<file path="src/rtl/i2c_pkg.sv">
// Shared types and constants for the I2C register-file responder.
package i2c_pkg;

  typedef enum logic [3:0] {
    IDLE,
    ADDR,
    ADDR_ACK,
    PTR,
    WR,
    WR_ACK,
    RD,
    RD_ACK,
    IGNORE
  } state_t;

  localparam logic [6:0] I2C_DEF_ADDR = 7'h50;
  localparam int         SYNC_DEPTH   = 2;

endpackage

</file>
<file path="src/rtl/i2c_sync_edge.sv">
// Multi-flop synchronizer for one bus line plus rise/fall detection.
module i2c_sync_edge
  import i2c_pkg::*;
#(
  parameter int DEPTH = SYNC_DEPTH
) (
  input  logic clk_i,
  input  logic rst_i,
  input  logic d_i,
  output logic level_o,
  output logic rise_o,
  output logic fall_o
);

  logic [DEPTH-1:0] sync_q;
  logic             prev_q;

  // Flops preset to 1 so an idle bus never looks like an edge after reset
  always_ff @(posedge clk_i or posedge rst_i) begin
    if (rst_i) begin
      sync_q <= '1;
      prev_q <= 1'b1;
    end else begin
      sync_q <= {sync_q[DEPTH-2:0], d_i};
      prev_q <= sync_q[DEPTH-1];
    end
  end

  assign level_o = sync_q[DEPTH-1];
  assign rise_o  = level_o & ~prev_q;
  assign fall_o  = ~level_o & prev_q;

endmodule

</file>
<file path="src/rtl/i2c_slave.sv">
// I2C responder exposing NREG 8-bit registers behind a pointer byte.
// Define I2C_SLAVE_AUTOINC_EN to auto-increment the pointer per data byte.
module i2c_slave
  import i2c_pkg::*;
#(
  parameter logic [6:0] SLAVE_ADDR = I2C_DEF_ADDR,
  parameter int         NREG       = 4
) (
  input  logic              clk_100,
  input  logic              rst,
  input  logic              scl_in,
  input  logic              sda_in,
  output logic              sda_oe,
  output logic [8*NREG-1:0] reg_flat,
  output logic              wr_pulse,
  output logic              busy
);

  localparam int PW = $clog2(NREG);

  logic scl_s, scl_rise, scl_fall;
  logic sda_s, sda_rise, sda_fall;
  logic start_det, stop_det;

  state_t        state_q;
  logic [3:0]    cnt_q;
  logic [7:0]    shift_q;
  logic          rw_q;
  logic          ack_q;
  logic          sda_oe_q;
  logic          busy_q;
  logic          wr_pulse_q;
  logic [PW-1:0] ptr_q;
  logic [7:0]    regs_q [NREG];

  logic          wr_en;
  logic [7:0]    wr_byte_d;
  logic [PW-1:0] ptr_load_d;
  logic [PW-1:0] ptr_nx_d;

  i2c_sync_edge u_scl (
    .clk_i   (clk_100),
    .rst_i   (rst),
    .d_i     (scl_in),
    .level_o (scl_s),
    .rise_o  (scl_rise),
    .fall_o  (scl_fall)
  );

  i2c_sync_edge u_sda (
    .clk_i   (clk_100),
    .rst_i   (rst),
    .d_i     (sda_in),
    .level_o (sda_s),
    .rise_o  (sda_rise),
    .fall_o  (sda_fall)
  );

  assign start_det = sda_fall & scl_s;
  assign stop_det  = sda_rise & scl_s;

  // Data byte commits on the 8th SCL rise, independent of a coincident STOP
  assign wr_en      = (state_q == WR) && scl_rise && (cnt_q == 4'd7);
  assign wr_byte_d  = {shift_q[6:0], sda_s};
  assign ptr_load_d = PW'(shift_q % 8'(NREG));

`ifdef I2C_SLAVE_AUTOINC_EN
  logic [PW-1:0] ptr_inc_d;
  assign ptr_inc_d = (ptr_q == PW'(NREG - 1)) ? '0 : ptr_q + 1'b1;
  assign ptr_nx_d  = ptr_inc_d;
`else
  assign ptr_nx_d  = ptr_q;
`endif

  always_ff @(posedge clk_100 or posedge rst) begin
    if (rst) begin
      state_q  <= IDLE;
      cnt_q    <= '0;
      shift_q  <= '0;
      rw_q     <= 1'b0;
      ack_q    <= 1'b1;
      sda_oe_q <= 1'b0;
      busy_q   <= 1'b0;
      ptr_q    <= '0;
    end else if (stop_det) begin
      state_q  <= IDLE;
      cnt_q    <= '0;
      sda_oe_q <= 1'b0;
      busy_q   <= 1'b0;
      if (wr_en) ptr_q <= ptr_nx_d;
    end else if (start_det) begin
      state_q  <= ADDR;
      cnt_q    <= '0;
      sda_oe_q <= 1'b0;
    end else begin
      unique case (state_q)
        IDLE, IGNORE: begin
        end
        ADDR: begin
          if (scl_rise) begin
            shift_q <= {shift_q[6:0], sda_s};
            cnt_q   <= cnt_q + 4'd1;
          end else if (scl_fall && cnt_q == 4'd8) begin
            cnt_q <= '0;
            if (shift_q[7:1] == SLAVE_ADDR) begin
              state_q  <= ADDR_ACK;
              sda_oe_q <= 1'b1;
              busy_q   <= 1'b1;
              rw_q     <= shift_q[0];
            end else begin
              state_q <= IGNORE;
            end
          end
        end
        ADDR_ACK: begin
          if (scl_fall) begin
            cnt_q <= '0;
            if (!rw_q) begin
              state_q  <= PTR;
              sda_oe_q <= 1'b0;
            end else begin
              state_q  <= RD;
              shift_q  <= regs_q[ptr_q];
              sda_oe_q <= ~regs_q[ptr_q][7];
            end
          end
        end
        PTR, WR: begin
          if (scl_rise) begin
            shift_q <= {shift_q[6:0], sda_s};
            cnt_q   <= cnt_q + 4'd1;
            if (wr_en) ptr_q <= ptr_nx_d;
          end else if (scl_fall && cnt_q == 4'd8) begin
            cnt_q    <= '0;
            state_q  <= WR_ACK;
            sda_oe_q <= 1'b1;
            if (state_q == PTR) ptr_q <= ptr_load_d;
          end
        end
        WR_ACK: begin
          if (scl_fall) begin
            state_q  <= WR;
            cnt_q    <= '0;
            sda_oe_q <= 1'b0;
          end
        end
        RD: begin
          if (scl_fall) begin
            if (cnt_q == 4'd7) begin
              state_q  <= RD_ACK;
              cnt_q    <= '0;
              sda_oe_q <= 1'b0;
            end else begin
              cnt_q    <= cnt_q + 4'd1;
              shift_q  <= {shift_q[6:0], 1'b0};
              sda_oe_q <= ~shift_q[6];
            end
          end
        end
        RD_ACK: begin
          if (scl_rise) begin
            ack_q <= sda_s;
          end else if (scl_fall) begin
            cnt_q <= '0;
            if (!ack_q) begin
              state_q  <= RD;
              ptr_q    <= ptr_nx_d;
              shift_q  <= regs_q[ptr_nx_d];
              sda_oe_q <= ~regs_q[ptr_nx_d][7];
            end else begin
              state_q <= IGNORE;
            end
          end
        end
        default: state_q <= IDLE;
      endcase
    end
  end

  always_ff @(posedge clk_100 or posedge rst) begin
    if (rst) begin
      for (int k = 0; k < NREG; k++) regs_q[k] <= '0;
      wr_pulse_q <= 1'b0;
    end else begin
      wr_pulse_q <= wr_en;
      if (wr_en) regs_q[ptr_q] <= wr_byte_d;
    end
  end

  for (genvar k = 0; k < NREG; k++) begin : g_flat
    assign reg_flat[8*k +: 8] = regs_q[k];
  end

  assign sda_oe   = sda_oe_q;
  assign busy     = busy_q;
  assign wr_pulse = wr_pulse_q;

endmodule

</file>
<file path="config.mk">
export PLATFORM = sky130hd
export DESIGN_NAME = i2c_slave
export DESIGN_NICKNAME = d
export VERILOG_FILES = /design/src/rtl/i2c_pkg.sv /design/src/rtl/i2c_sync_edge.sv /design/src/rtl/i2c_slave.sv
export SDC_FILE = /design/constraint.sdc
export NUM_CORES = 1
export LEC_CHECK = 0
export ABC_AREA = 1
export CORE_ASPECT_RATIO = 1.1
export CORE_MARGIN = 1.5
export CORE_UTILIZATION = 50
export DETAILED_ROUTE_END_ITERATION = 12
export PLACE_DENSITY = 0.73
export SLEW_MARGIN = 20
export SYNTH_ARGS = -nofsm -noshare
export SYNTH_HDL_FRONTEND = slang
export SYNTH_SLANG_ARGS = --single-unit
</file>
<file path="constraint.sdc">
create_clock -name clk_100 -period 2.65 [get_ports clk_100]
set_input_delay 0.53 -clock clk_100 [delete_from_list [all_inputs] [get_ports clk_100]]
set_output_delay 0.53 -clock clk_100 [all_outputs]
set_load 0.01 [all_outputs]
</file>
# Word-level counts from Yosys, hierarchy flattened

Index checks and enable logic that the tools add are counted.

Register bits: 61
Input port bits: 4
Logic and storage cells: 153

$add $sub $neg: 1
Order comparisons: 2
Eq/ne operators: 35
Mux-type cells: 59
Bitwise gates (word level): 16
Reductions and logical operators: 23

Operators with widths:

| cell                                           | number |
|---|---|
| 2-to-1 mux 4 bit                               | 22 |
| 2-to-1 mux 8 bit                               | 11 |
| != test 4 bit (second input constant)          | 12 |
| bitwise mux 32 bit                             | 1 |
| case mux 8 bit (4 select lines)                | 1 |
| case mux 4 bit (7 select lines)                | 1 |
| AND reduction 11 bit                           | 2 |
| == test 4 x 3 -> 1 bit (second input constant) | 5 |
| 2-to-1 mux 1 bit                               | 18 |
| binary-select mux 8 bit (select 2 bit)         | 1 |
| demux 8 bit (select 2 bit)                     | 1 |
| case mux 4 bit (4 select lines)                | 1 |
| != test 2 bit (second input constant)          | 7 |
| AND reduction 12 bit                           | 1 |
| AND reduction 6 bit                            | 2 |
| inverter 1 bit                                 | 9 |
| == test 4 x 2 -> 1 bit (second input constant) | 2 |
| == test 4 bit (second input constant)          | 2 |
| AND reduction 4 bit                            | 2 |
| nonzero test 8 bit                             | 1 |
| == test 7 bit (second input constant)          | 1 |
| bitwise AND 1 bit                              | 6 |
| != test 2 x 1 -> 1 bit (second input constant) | 3 |
| case mux 1 bit (6 select lines)                | 1 |
| 16 further kinds                               | 23 |

# Longest topological paths before layout

Gate-level depths: netlist of run 1.

Depth in word-level cells: 11
Mapped depth: 12

# Modules after synthesis

A second synthesis of run 1 with hierarchy kept.

Cells, all modules: 413
Area total of the unflattened synthesis: 3079.2 um^2

By module, submodules not included:

| module        | instances | cells each | area each (um^2) | sequential area each (um^2) |
|---|---|---|---|---|
| i2c_slave     | 1         | 397        | 2884.0           | 1377.6 |
| i2c_sync_edge | 2         | 8          | 97.6             | 78.8 |

# Worst setup path after synthesis of run 1

OpenSTA, ideal clock, no wires.

Path kind: reg2reg
Start point: register u_scl.sync_q[1]
End point: register regs_q, in the netlist reg_flat[9]
Setup time: 128 ps
Arrival time: 1596 ps
Path slack: 926 ps
Stages on the path, launching flop included: 8
Buffers on the path: 1
Path through: dfstp_2 > inv_1 > or2_1 > nor4_4 > nand2_1 > buf_6 > nand2_1 > o21ai_0

Longest elaborated chain between the ends: 3

RTL lines:

| item                            | RTL line            | RTL |
|---|---|---|
| from (decl)                     | i2c_sync_edge.sv:15 | `logic [DEPTH-1:0] sync_q;` |
| from (signal assigned)          | i2c_sync_edge.sv:24 | `sync_q <= {sync_q[DEPTH-2:0], d_i};` |
| bitwise AND 1 bit               | i2c_sync_edge.sv:30 | `assign rise_o = level_o & ~prev_q;` |
| logical AND 1 bit (2 in a row)  | i2c_slave.sv:63     | `assign wr_en = (state_q == WR) && scl_rise && (cnt_q == 4'd7);` |
| net wr_en                       | i2c_slave.sv:36     | `logic wr_en;` |
| to (signal, indexed assignment) | i2c_slave.sv:186    | `if (wr_en) regs_q[ptr_q] <= wr_byte_d;` |
| to (decl)                       | i2c_slave.sv:34     | `logic [7:0] regs_q [NREG];` |

The timed path passes the listed nets, and every way through them passes these cells.
A chain may end at the register's enable or synchronous reset.

# Worst setup path after layout of run 1

Start point: register state_q[2]
End point: register shift_q[7]

Longest elaborated chain between the ends: 4

RTL lines:

| item                                                                          | RTL line         | RTL |
|---|---|---|
| from (decl)                                                                   | i2c_slave.sv:25  | `state_t state_q;` |
| from (signal assigned)                                                        | i2c_slave.sv:77  | `state_q <= IDLE;` |
| from (signal assigned)                                                        | i2c_slave.sv:86  | `state_q <= IDLE;` |
| from (signal assigned)                                                        | i2c_slave.sv:92  | `state_q <= ADDR;` |
| == test 4 x 3 -> 1 bit (tied with other cells)                                | i2c_slave.sv:96  | `unique case (state_q)` |
| OR reduction 3 bit (no line)                                                  | --               |  |
| != test 2 x 1 -> 1 bit (no line) / nonzero test 4 bit (equally long branches) | --               |  |
| AND reduction 11 bit (no line)                                                | --               |  |
| to (signal assigned)                                                          | i2c_slave.sv:101 | `shift_q <= {shift_q[6:0], sda_s};` |
| to (signal assigned)                                                          | i2c_slave.sv:123 | `shift_q <= regs_q[ptr_q];` |
| to (signal assigned)                                                          | i2c_slave.sv:130 | `shift_q <= {shift_q[6:0], sda_s};` |
| to (decl)                                                                     | i2c_slave.sv:27  | `logic [7:0] shift_q;` |

Several ways; a longest one is shown, not always the timed one.

==> qor.yml, run 1 <==
syn_to_final_growth_pct: 20.8
netlist.area_leader.share: 0.435
cpMostUsedCell: "nand2_1"
critPathArrivalTime_ns: 2.44
setup_tns_ns: 0
layout.nets: 466
layout_common_cells: "170 x nand2_1, 55 x o21ai_0, 54 x dfrtp_1"
rsz0062_at_grt: "false"
fin_util: 0.638
top_usage_layer: "met2"
final_common_cell: "nand2_1"
finalInstanceArea_sq_um: 3750
drive_above_1_share: 0.0688
via_per_inst: 5.28
dpl.hpwl_mm: 5.34
fin_ws_ns: 0.500
yosysSeqAreaShare: 0.494
drcViolationCount: 0
startpoint_type: "flop"
path_class: "flop to flop"
die_y_um: 85.7
yosysTopAreaCell: "dfrtp_1"
cp_slowest_cell: "nor2_1"
syn_area_sq_um: 3110
path_buf_inv: 1
placed_area_sq_um: 3550
root_buffer: "clkbuf_8"
grt_pass1_wl_mm: 12.9
grt_pass1_vias: 2718
ir_worst_vdd_uv: 421
dr.pass1.iters: 5
diodes: 0
worst_slew_pin_slew_ns: 0.823
place_inst: 526
status: "completed"
p_leak_nw: 1.76
power_mw: 2.02
finalCritPeriodShare: 0.811
drtIter0Drc: 218
critPathRequiredTime_ns: 2.94
gp_congestion: 0.980
clk_pin_slew_ns: 0.07
hold_class: "flop to flop"
yosysWarnings: 0
gr-total-overflow: 0
postRouteAntennaNets: 0
insertion_delay_ns: 0.34
period_needed_ns: 2.15
crit_family: "simple AND/OR/NAND/NOR gates"
ctsResizeCount: 0
die_x_um: 78.1
slew-limit-headroom: 0.449
pre_cts_ws_ns: 0.560
power_density_nw_per_um2: 538
cp-end-kind: "flop"
vias: 2863
core_area_sq_um: 5880
finalHoldViolations: 0
cts.htree.levels: 3
max_stage_delay_ns: 0.68
antenna_found_initial: 0
crit_path_cell_trace: "inv_1 > nor2_4 > nand2_1 > nand3_1 > nor2_1 > o21ai_0 > o21ai_0 > nand2_1 > nand2_1"
grt_use_total: 0.251
start_util: 0.528
wl_per_cell_um: 14.1
cts.sinks: 61
skew_ns: 0.0123
use_met2: 0.370
io_pins: 39
max_cap_violations: 0
row_count: 29
fmax_ghz: 0.465
hold_buffers: 0
wl_mm: 7.66
synth-seq-cells: 61
postSynthAreaPerCell_sq_um: 7.47
setup_viol: 0
drv_slew: 0
holdWs_ns: 0.371
instances_no_fill: 542
synth_cell_types: 25
clock_path_buffers: 2
grtUsageMet3: 0.0500
grt_max_degree: 42
nFillCells: 521
numPortBuffers: 38
crit_path_max_fanout: 15
syn_inst: 416
cts_tree: "built"
cts_setup_buffers: 0
synth.area.top_cells: "dfrtp_1 44%, nand2_1 21%, o21ai_0 8.9%"
cts_buffers: 9
die_area_sq_um: 6690
synth_nets: 422
gr-usage-met1: 0.354
==> flip-flops by register name, indices dropped and copies added (netlist names) <==
signal	count
u_sda.sync_q	2
reg_flat	32
ack_q	1
cnt_q	4
rw_q	1
shift_q	8
busy	1
u_scl.prev_q	1
ptr_nx_d	2
u_sda.prev_q	1
state_q	4
wr_pulse	1
sda_oe	1
u_scl.sync_q	2
==> synth_stat cells <==
master,count
buf_2,1
nand3b_1,1
buf_6,4
nand2_1,170
dfrtp_1,54
nor2_4,1
a31oi_1,1
or2_2,1
nor4_4,1
dfstp_2,7
nand4_1,9
nor3_1,1
ha_1,2
o21ai_0,55
or2_1,1
nor2_2,2
nand3_1,25
clkinv_1,1
inv_1,32
nor3b_1,1
clkbuf_1,2
buf_4,2
a21oi_1,7
o31ai_1,1
nor2_1,34
==> worst paths after layout <==
kind | from | endpoint | slack [ns] | cells past startpoint
worst max-delay path | state_q[2] | shift_q[7] | 0.50 | 9
worst min-delay path | u_scl.sync_q[0] | u_scl.sync_q[1] | 0.37 | 0
worst max register to register | state_q[2] | shift_q[7] | 0.50 | 9
worst min register to register | u_scl.sync_q[0] | u_scl.sync_q[1] | 0.37 | 0
max in group asynchronous | rst | wr_pulse | 1.56 | 3
min in group asynchronous | rst | ptr_nx_d[0] | 0.51 | 2
==> layout make-up <==
type | count | area [sq um] | share of cell area
clock buffers | 11 | 141 | 0.0377
clock inverters | 5 | 58.8 | 0.0157
inverters | 33 | 124 | 0.0330
multi-input cells | 313 | 1370 | 0.366
flip-flops and latches | 61 | 1540 | 0.409
well taps | 77 | 96.3 | 0.0257
repair buffers | 42 | 423 | 0.113
==> worst reg2reg max path: stages (launching register included) <==
cell and delay [ns]:
dfrtp_1 0.44, inv_1 0.12, nor2_4 0.05, nand2_1 0.16, nand3_1 0.20, nor2_1 0.68, o21ai_0 0.18, o21ai_0 0.12
nand2_1 0.07, nand2_1 0.08
==> cells by family (layout without fill, tap and decap cells) <==
kind of cell	count (synthesis)	count (layout)	share of synthesized area
buf+inv	42	91	0.0633
fa+ha+maj	2	2	0.00806
simple gates	247	247	0.330
flops	61	61	0.494
compound gates	64	64	0.104
==> report_power, final <==
part           switching [mW]  internal, mW
clock                   0.382         0.462
sequential             0.0208         0.958
combinational           0.136        0.0598
total                   0.539          1.48
==> layer usage <==
layer | vias to the layer above | wire [um]
met5 | - | 0
met4 | 0 | 147
met1 | 1339 | 3690
met3 | 13 | 412
met2 | 87 | 3410
li1 | 1424 | -
(Power assumes the default switching activity.)
==> run 2: changes to the inputs <==
--- a/config.mk
+++ b/config.mk
@@ -10,7 +10,7 @@
 export CORE_MARGIN = 1.5
 export CORE_UTILIZATION = 50
 export DETAILED_ROUTE_END_ITERATION = 12
-export PLACE_DENSITY = 0.73
+export PLACE_DENSITY = 0.76
 export SLEW_MARGIN = 20
 export SYNTH_ARGS = -nofsm -noshare
 export SYNTH_HDL_FRONTEND = slang
==> constraint.sdc (replaced) <==
create_clock -name clk_100 -period 1.8 [get_ports clk_100]
set_input_delay 0.36 -clock clk_100 [delete_from_list [all_inputs] [get_ports clk_100]]
set_output_delay 0.36 -clock clk_100 [all_outputs]
set_load 0.01 [all_outputs]
==> run 2 against run 1 <==
First-iteration DRC count rose by 39%. Clock-buffer cell count is 2 lower. Worst setup slack worse by 0.54 ns. Combinational power is 100% higher. Non-clock buffer count grew 39. Global-route usage is 1.4 points higher. Via count up 10%. Sequential share of layout area shrank 5.6 points. The run now ends with negative setup slack left.
==> qor.yml, run 2 (same netlist as run 1, synthesis figures left out) <==
period_needed_ns: 1.84  # -0.309 ns
postRouteAntennaNets: 0  # unchanged
clock_path_buffers: 2  # unchanged
critPathArrivalTime_ns: 2.06  # -0.38 ns
setup_viol: 2  # +2
core_area_sq_um: 5880  # unchanged
hold_buffers: 0  # unchanged
p_comb_frac: 0.109  # +0.012
swShare: 0.233  # -0.0337
power.switching_mw: 0.842  # +56%
finalInstanceArea_sq_um: 4350  # +16%
numPortBuffers: 38  # unchanged
fmax_ghz: 0.543  # +17%
antenna_found_initial: 0  # unchanged
fin_ws_ns: -0.0406  # -0.541 ns
crit_path_max_fanout: 8  # -7
wl_per_cell_um: 15.2  # +7.4%
ir_worst_vdd_uv: 953  # +130%
skew_ns: 0.0176  # +0.00538 ns
cts_buffers: 9  # unchanged
worst_slew_pin_slew_ns: 0.365  # -0.458 ns
slew-limit-headroom: 0.756  # +0.307
status: "complete, but fails checks"
rsz0062_at_grt: "true"
cts.sinks: 61  # unchanged
start_util: 0.528  # unchanged
power_density_nw_per_um2: 830  # +54%
power_frac_seq: 0.398  # -0.087
grt_pass1_wl_mm: 13.9  # +7.3%
gr-total-overflow: 0  # unchanged
r2r_start: "u_scl.sync_q[1]"
die_area_sq_um: 6690  # unchanged
pre_cts_ws_ns: -0.0932  # -0.653 ns
die_y_um: 85.7  # unchanged
drtIter0Drc: 303  # +39%
grt_use_total: 0.264  # +0.0135
startpoint: "u_scl.sync_q[1]"
p_leak_nw: 2.08  # +18%
diodes: 0  # unchanged
power_mw: 3.61  # +79%
insertion_delay_ns: 0.35  # about the same
wl_mm: 8.82  # +15%
layout_common_cells: "149 x nand2_1, 53 x dfrtp_1, 38 x clkdlybuf4s50_1"
hold_class: "flop to flop"
vias: 3155  # +10%
internal_power_mw: 2.77  # +87%
fin_util: 0.740  # +0.102
dr.pass1.iters: 8  # +3
gp_congestion: 0.965  # -1.5%
finalCritPeriodShare: 1.02  # +0.211
grt_max_degree: 62  # +48%
row_count: 29  # unchanged
startpoint_type: "flop"
drv_slew: 0  # unchanged
via_per_inst: 5.43  # +2.8%
final_common_cell: "nand2_1"
cts_tree: "built"
min_from: "u_scl.sync_q[0]"
violations: "negative setup slack"
die_x_um: 78.1  # unchanged
drcViolationCount: 0  # unchanged
grt_pass1_vias: 2993  # +10%
io_pins: 39  # unchanged
syn_to_final_growth_pct: 40.0
finalHoldViolations: 0  # unchanged
clk_pin_slew_ns: 0.07  # about the same
cp-end-kind: "flop"
root_buffer: "clkbuf_8"
largest_reg_flops: 32  # unchanged
layout.nets: 505  # +8.4%
nFillCells: 431  # -17%
placed_area_sq_um: 3810  # +7.2%
share_clk_of_total_power: 0.493  # +0.075
cts.htree.levels: 3  # unchanged
holdWs_ns: 0.360  # -0.0118 ns
max_cap_violations: 0  # unchanged
critPathRequiredTime_ns: 2.02  # -0.92 ns
path_class: "flop to flop"
drive_above_1_share: 0.224  # +0.155
dpl.hpwl_mm: 5.69  # +6.6%
-- run 2: cell types whose count changed in the layout (fill, tap and decap cells not counted), moves of 6 or more --
cell     previous run  this run
o21ai_0            55        24
buf_4               3        32
o21ai_1             0        27
nand2_1           170       149
nand2_2             0        17
nor2_1             34        24
buf_6               0         6
-- run 2: final timing paths --
check,endpoint,slack (ns),cells past startpoint
setup / recovery,reg_flat[28],-0.04,8
hold / removal,u_scl.sync_q[1],0.36,0
setup reg to reg,reg_flat[28],-0.04,8
hold reg to reg,u_scl.sync_q[1],0.36,0
max in group asynchronous,ack_q,1.03,3
min in group asynchronous,reg_flat[3],0.44,3
-- run 2: power groups by stage --
| stage | clock, mW | combinational (mW) | sequential [mW] |
|---|---|---|---|
| 6_report | 1.78 | 0.393 | 1.44 |
| 5_1_grt | 1.85 | 0.439 | 1.44 |
| 4_1_cts | 1.79 | 0.347 | 1.44 |
| 3_5_place_dp | 0 | 0.339 | 1.46 |
| 3_3_place_gp | 0 | 0.334 | 1.46 |
| 2_1_floorplan | 0 | 0.201 | 1.46 |
-- run 2: worst max-delay path, stage by stage (launching register included) --
cell     delay [ns]
dfstp_2        0.54
inv_2          0.04
or2_4          0.27
nor4_4         0.27
buf_6          0.20
nand2_4        0.07
buf_6          0.15
nand2_1        0.08
o21ai_0        0.09
-- run 2: cell type report --
type / count / area [sq um] / share of cell area
Timing Repair Buffer: 81 / 773 / 0.178
Sequential cell: 61 / 1540 / 0.353
Multi-Input combinational cell: 313 / 1520 / 0.350
Tap cell: 77 / 96.3 / 0.0222
Clock buffer: 9 / 124 / 0.0285
Clock inverter: 7 / 168 / 0.0386
Inverter: 33 / 128 / 0.0293
-- run 2: per-stage QoR --
step | setup TNS, ns | instances
6_report | -0.0470 | 581
3_3_place_gp | -0.635 | 558
2_1_floorplan | 0 | 416
3_5_place_dp | -1.06 | 558
4_1_cts | 0 | 575
5_1_grt | -1.27 | 581
-- run 2: timing repair --
| item | CTS | global route |
|---|---|---|
| buffers inserted | 1 | 4 |
| setup endpoints to repair | 40 | 48 |
| resized for setup | 4 | 93 |
| pin swaps | 1 | 6 |
| cloned | 0 | 2 |
-- run 2: layer usage --
| metal | GRT usage | share of wire |
|---|---|---|
| met4 | 0.112 | 0.024 |
| met3 | 0.0543 | 0.058 |
| met1 | 0.355 | 0.43 |
| met2 | 0.417 | 0.49 |
| met5 | 0 | 0 |
==> run 3: changes to the inputs <==
--- a/config.mk
+++ b/config.mk
@@ -8,9 +8,8 @@
 export ABC_AREA = 1
 export CORE_ASPECT_RATIO = 1.1
 export CORE_MARGIN = 1.5
-export CORE_UTILIZATION = 50
+export CORE_UTILIZATION = 40
 export DETAILED_ROUTE_END_ITERATION = 12
-export PLACE_DENSITY = 0.76
 export SLEW_MARGIN = 20
 export SYNTH_ARGS = -nofsm -noshare
 export SYNTH_HDL_FRONTEND = slang
==> run 3 against run 2 <==
The run now ends clean. Fmax increased by 3.1%. Die area increased by 24%. Wire length increased by 6.4%. Cell count increased by 6.9%. First-iteration DRC count decreased by 12%. Core utilization decreased by 15 points. Worst setup slack improved by 0.055 ns. Critical path type unchanged.
==> qor.yml, run 3 (same netlist as run 1, synthesis figures left out) <==
cts_buffers: 9  # unchanged
cts.htree.levels: 3  # unchanged
cts.sinks: 61  # unchanged
grt_use_total: 0.232  # -0.0325
p_leak_nw: 2.09  # +0.32%
period_needed_ns: 1.79  # -0.0545 ns
dpl.hpwl_mm: 6.37  # +12%
setup.reg_to_reg.worst_slack_ns: 0.01  # +0.05 ns
drcViolationCount: 0  # unchanged
rsz0062_at_grt: "true"
drv_slew: 0  # unchanged
row_count: 33  # +14%
reg2regPathDepth: 10  # +2
finalHoldViolations: 0  # unchanged
root_buffer: "clkbuf_8"
drtIter0Drc: 268  # -12%
die_area_sq_um: 8300  # +24%
hold_class: "flop to flop"
clock_path_buffers: 2  # unchanged
ir_worst_vdd_uv: 517  # -46%
layout_common_cells: "150 x nand2_1, 51 x dfrtp_1, 44 x buf_4"
largest_reg_flops: 32  # unchanged
vias: 3125  # -0.95%
layout.nets: 517  # +2.4%
holdWs_ns: 0.359  # -0.000831 ns
wl_per_cell_um: 15.1  # -0.48%
top_layer: "met4"
grt_pass1_vias: 2866  # -4.2%
gr-total-overflow: 0  # unchanged
numPortBuffers: 38  # unchanged
fin_util: 0.585  # -0.155
core_area_sq_um: 7470  # +27%
hold_buffers: 0  # unchanged
die_x_um: 87.0  # +11%
dr.pass1.iters: 4  # -4
max_cap_violations: 0  # unchanged
grt_max_degree: 62  # unchanged
reg2reg_to: "reg_flat[24]"
route.met2.wl_mm: 4.29  # -0.74%
die_y_um: 95.4  # +11%
grt_pass1_wl_mm: 14.5  # +4.8%
skew_ns: 0.00780  # -0.00984 ns
diodes: 0  # unchanged
setup_viol: 0  # -2
via_per_inst: 5.03  # -7.3%
cp-end-kind: "flop"
min_to: "u_scl.sync_q[1]"
clk_pin_slew_ns: 0.07  # about the same
startpoint_type: "flop"
io_pins: 39  # unchanged
syn_to_final_growth_pct: 40.8
drive_above_1_share: 0.240  # +0.0161
crit_path_max_fanout: 6  # -2
start_util: 0.416  # -0.113
worst_slew_pin_slew_ns: 0.348  # -0.0172 ns
slew-limit-headroom: 0.768  # +0.0115
critPathArrivalTime_ns: 2.00  # -0.06 ns
cts_tree: "built"
r2r_start: "state_q[2]"
setup_tns_ns: 0  # +0.0470 ns
power_density_nw_per_um2: 712  # -14%
met3_length_um: 433  # -16%
critPathRequiredTime_ns: 2.01  # about the same
finalCritPeriodShare: 0.992  # -0.0303
fmax_ghz: 0.560  # +3.1%
antenna_found_initial: 0  # unchanged
insertion_delay_ns: 0.34  # about the same
postRouteAntennaNets: 0  # unchanged
final_common_cell: "nand2_1"
wl_mm: 9.38  # +6.4%
gp_congestion: 0.950  # -1.6%
wl_met1_mm: 4.55  # +21%
hold_depth: 0  # unchanged
path_class: "flop to flop"
min_from: "u_scl.sync_q[0]"
status: "completed"
==> run 3: changes by cell type in the layout (fill, tap and decap cells not counted), sizes merged <==
| cell | delta |
|---|---|
| buf | +12 |
| bufinv | -4 |
| clkbuf | +4 |
| clkinv | +3 |
| inv | -3 |
==> run 3: worst max-delay path by stage <==
stage               slack, ns       startpoint      endpoint
floorplan                0.08  u_scl.sync_q[1]   reg_flat[9]
global placement        -0.22  u_scl.sync_q[1]  reg_flat[28]
detailed placement      -0.23  u_scl.sync_q[1]  reg_flat[25]
CTS                    0.0008       state_q[0]  reg_flat[14]
global route            -0.06       state_q[2]  reg_flat[24]
finish                   0.01       state_q[2]  reg_flat[24]
==> run 3: power breakdown <==
part	total, mW	internal, mW	switching (mW)
registers	1.44	1.41	0.0319
logic	0.403	0.154	0.250
clock network	1.26	0.717	0.548
total	3.11	2.28	0.829
==> run 3: area by class of cell <==
cell class	instances	area, sq um
Clock inverter	3	43.8
Timing Repair Buffer	93	847
Fill cell	685	3100
Multi-Input combinational cell	313	1530
Sequential cell	61	1540
Tap cell	105	131
Clock buffer	13	159
Inverter	33	128
==> run 3: metal layers <==
metal / GRT usage / vias to the layer above
met5: 0 / -
met3: 0.0381 / 10
met1: 0.330 / 1499
li1: - / 1534
met2: 0.351 / 82
met4: 0.0927 / 0
==> run 3: through the flow <==
step,power (mW),std cells,instance area [sq um],setup slack (ns)
after global routing,3.26,621,4370,-0.0643
after CTS,3.09,613,4120,0.000800
after floorplan,1.66,416,3110,0.0761
after global placement,1.82,594,3890,-0.225
after detailed placement,1.82,594,3890,-0.230
final,3.11,621,4370,0.0139
==> run 3: repair_timing <==
item | CTS | global route
gates resized for setup | 3 | 91
setup endpoints to repair | 32 | 49
cloned | 0 | 4
pin swaps | 1 | 3
buffers inserted | 3 | 4
==> run 3: worst max-delay path, stage by stage (launching register included) <==
cell	delay [ns]
dfrtp_1	0.42
inv_2	0.06
nor2_4	0.12
nand2_2	0.09
buf_6	0.14
nor4_4	0.25
buf_6	0.20
nand2_4	0.08
buf_4	0.18
nand2_1	0.05
o21ai_0	0.07
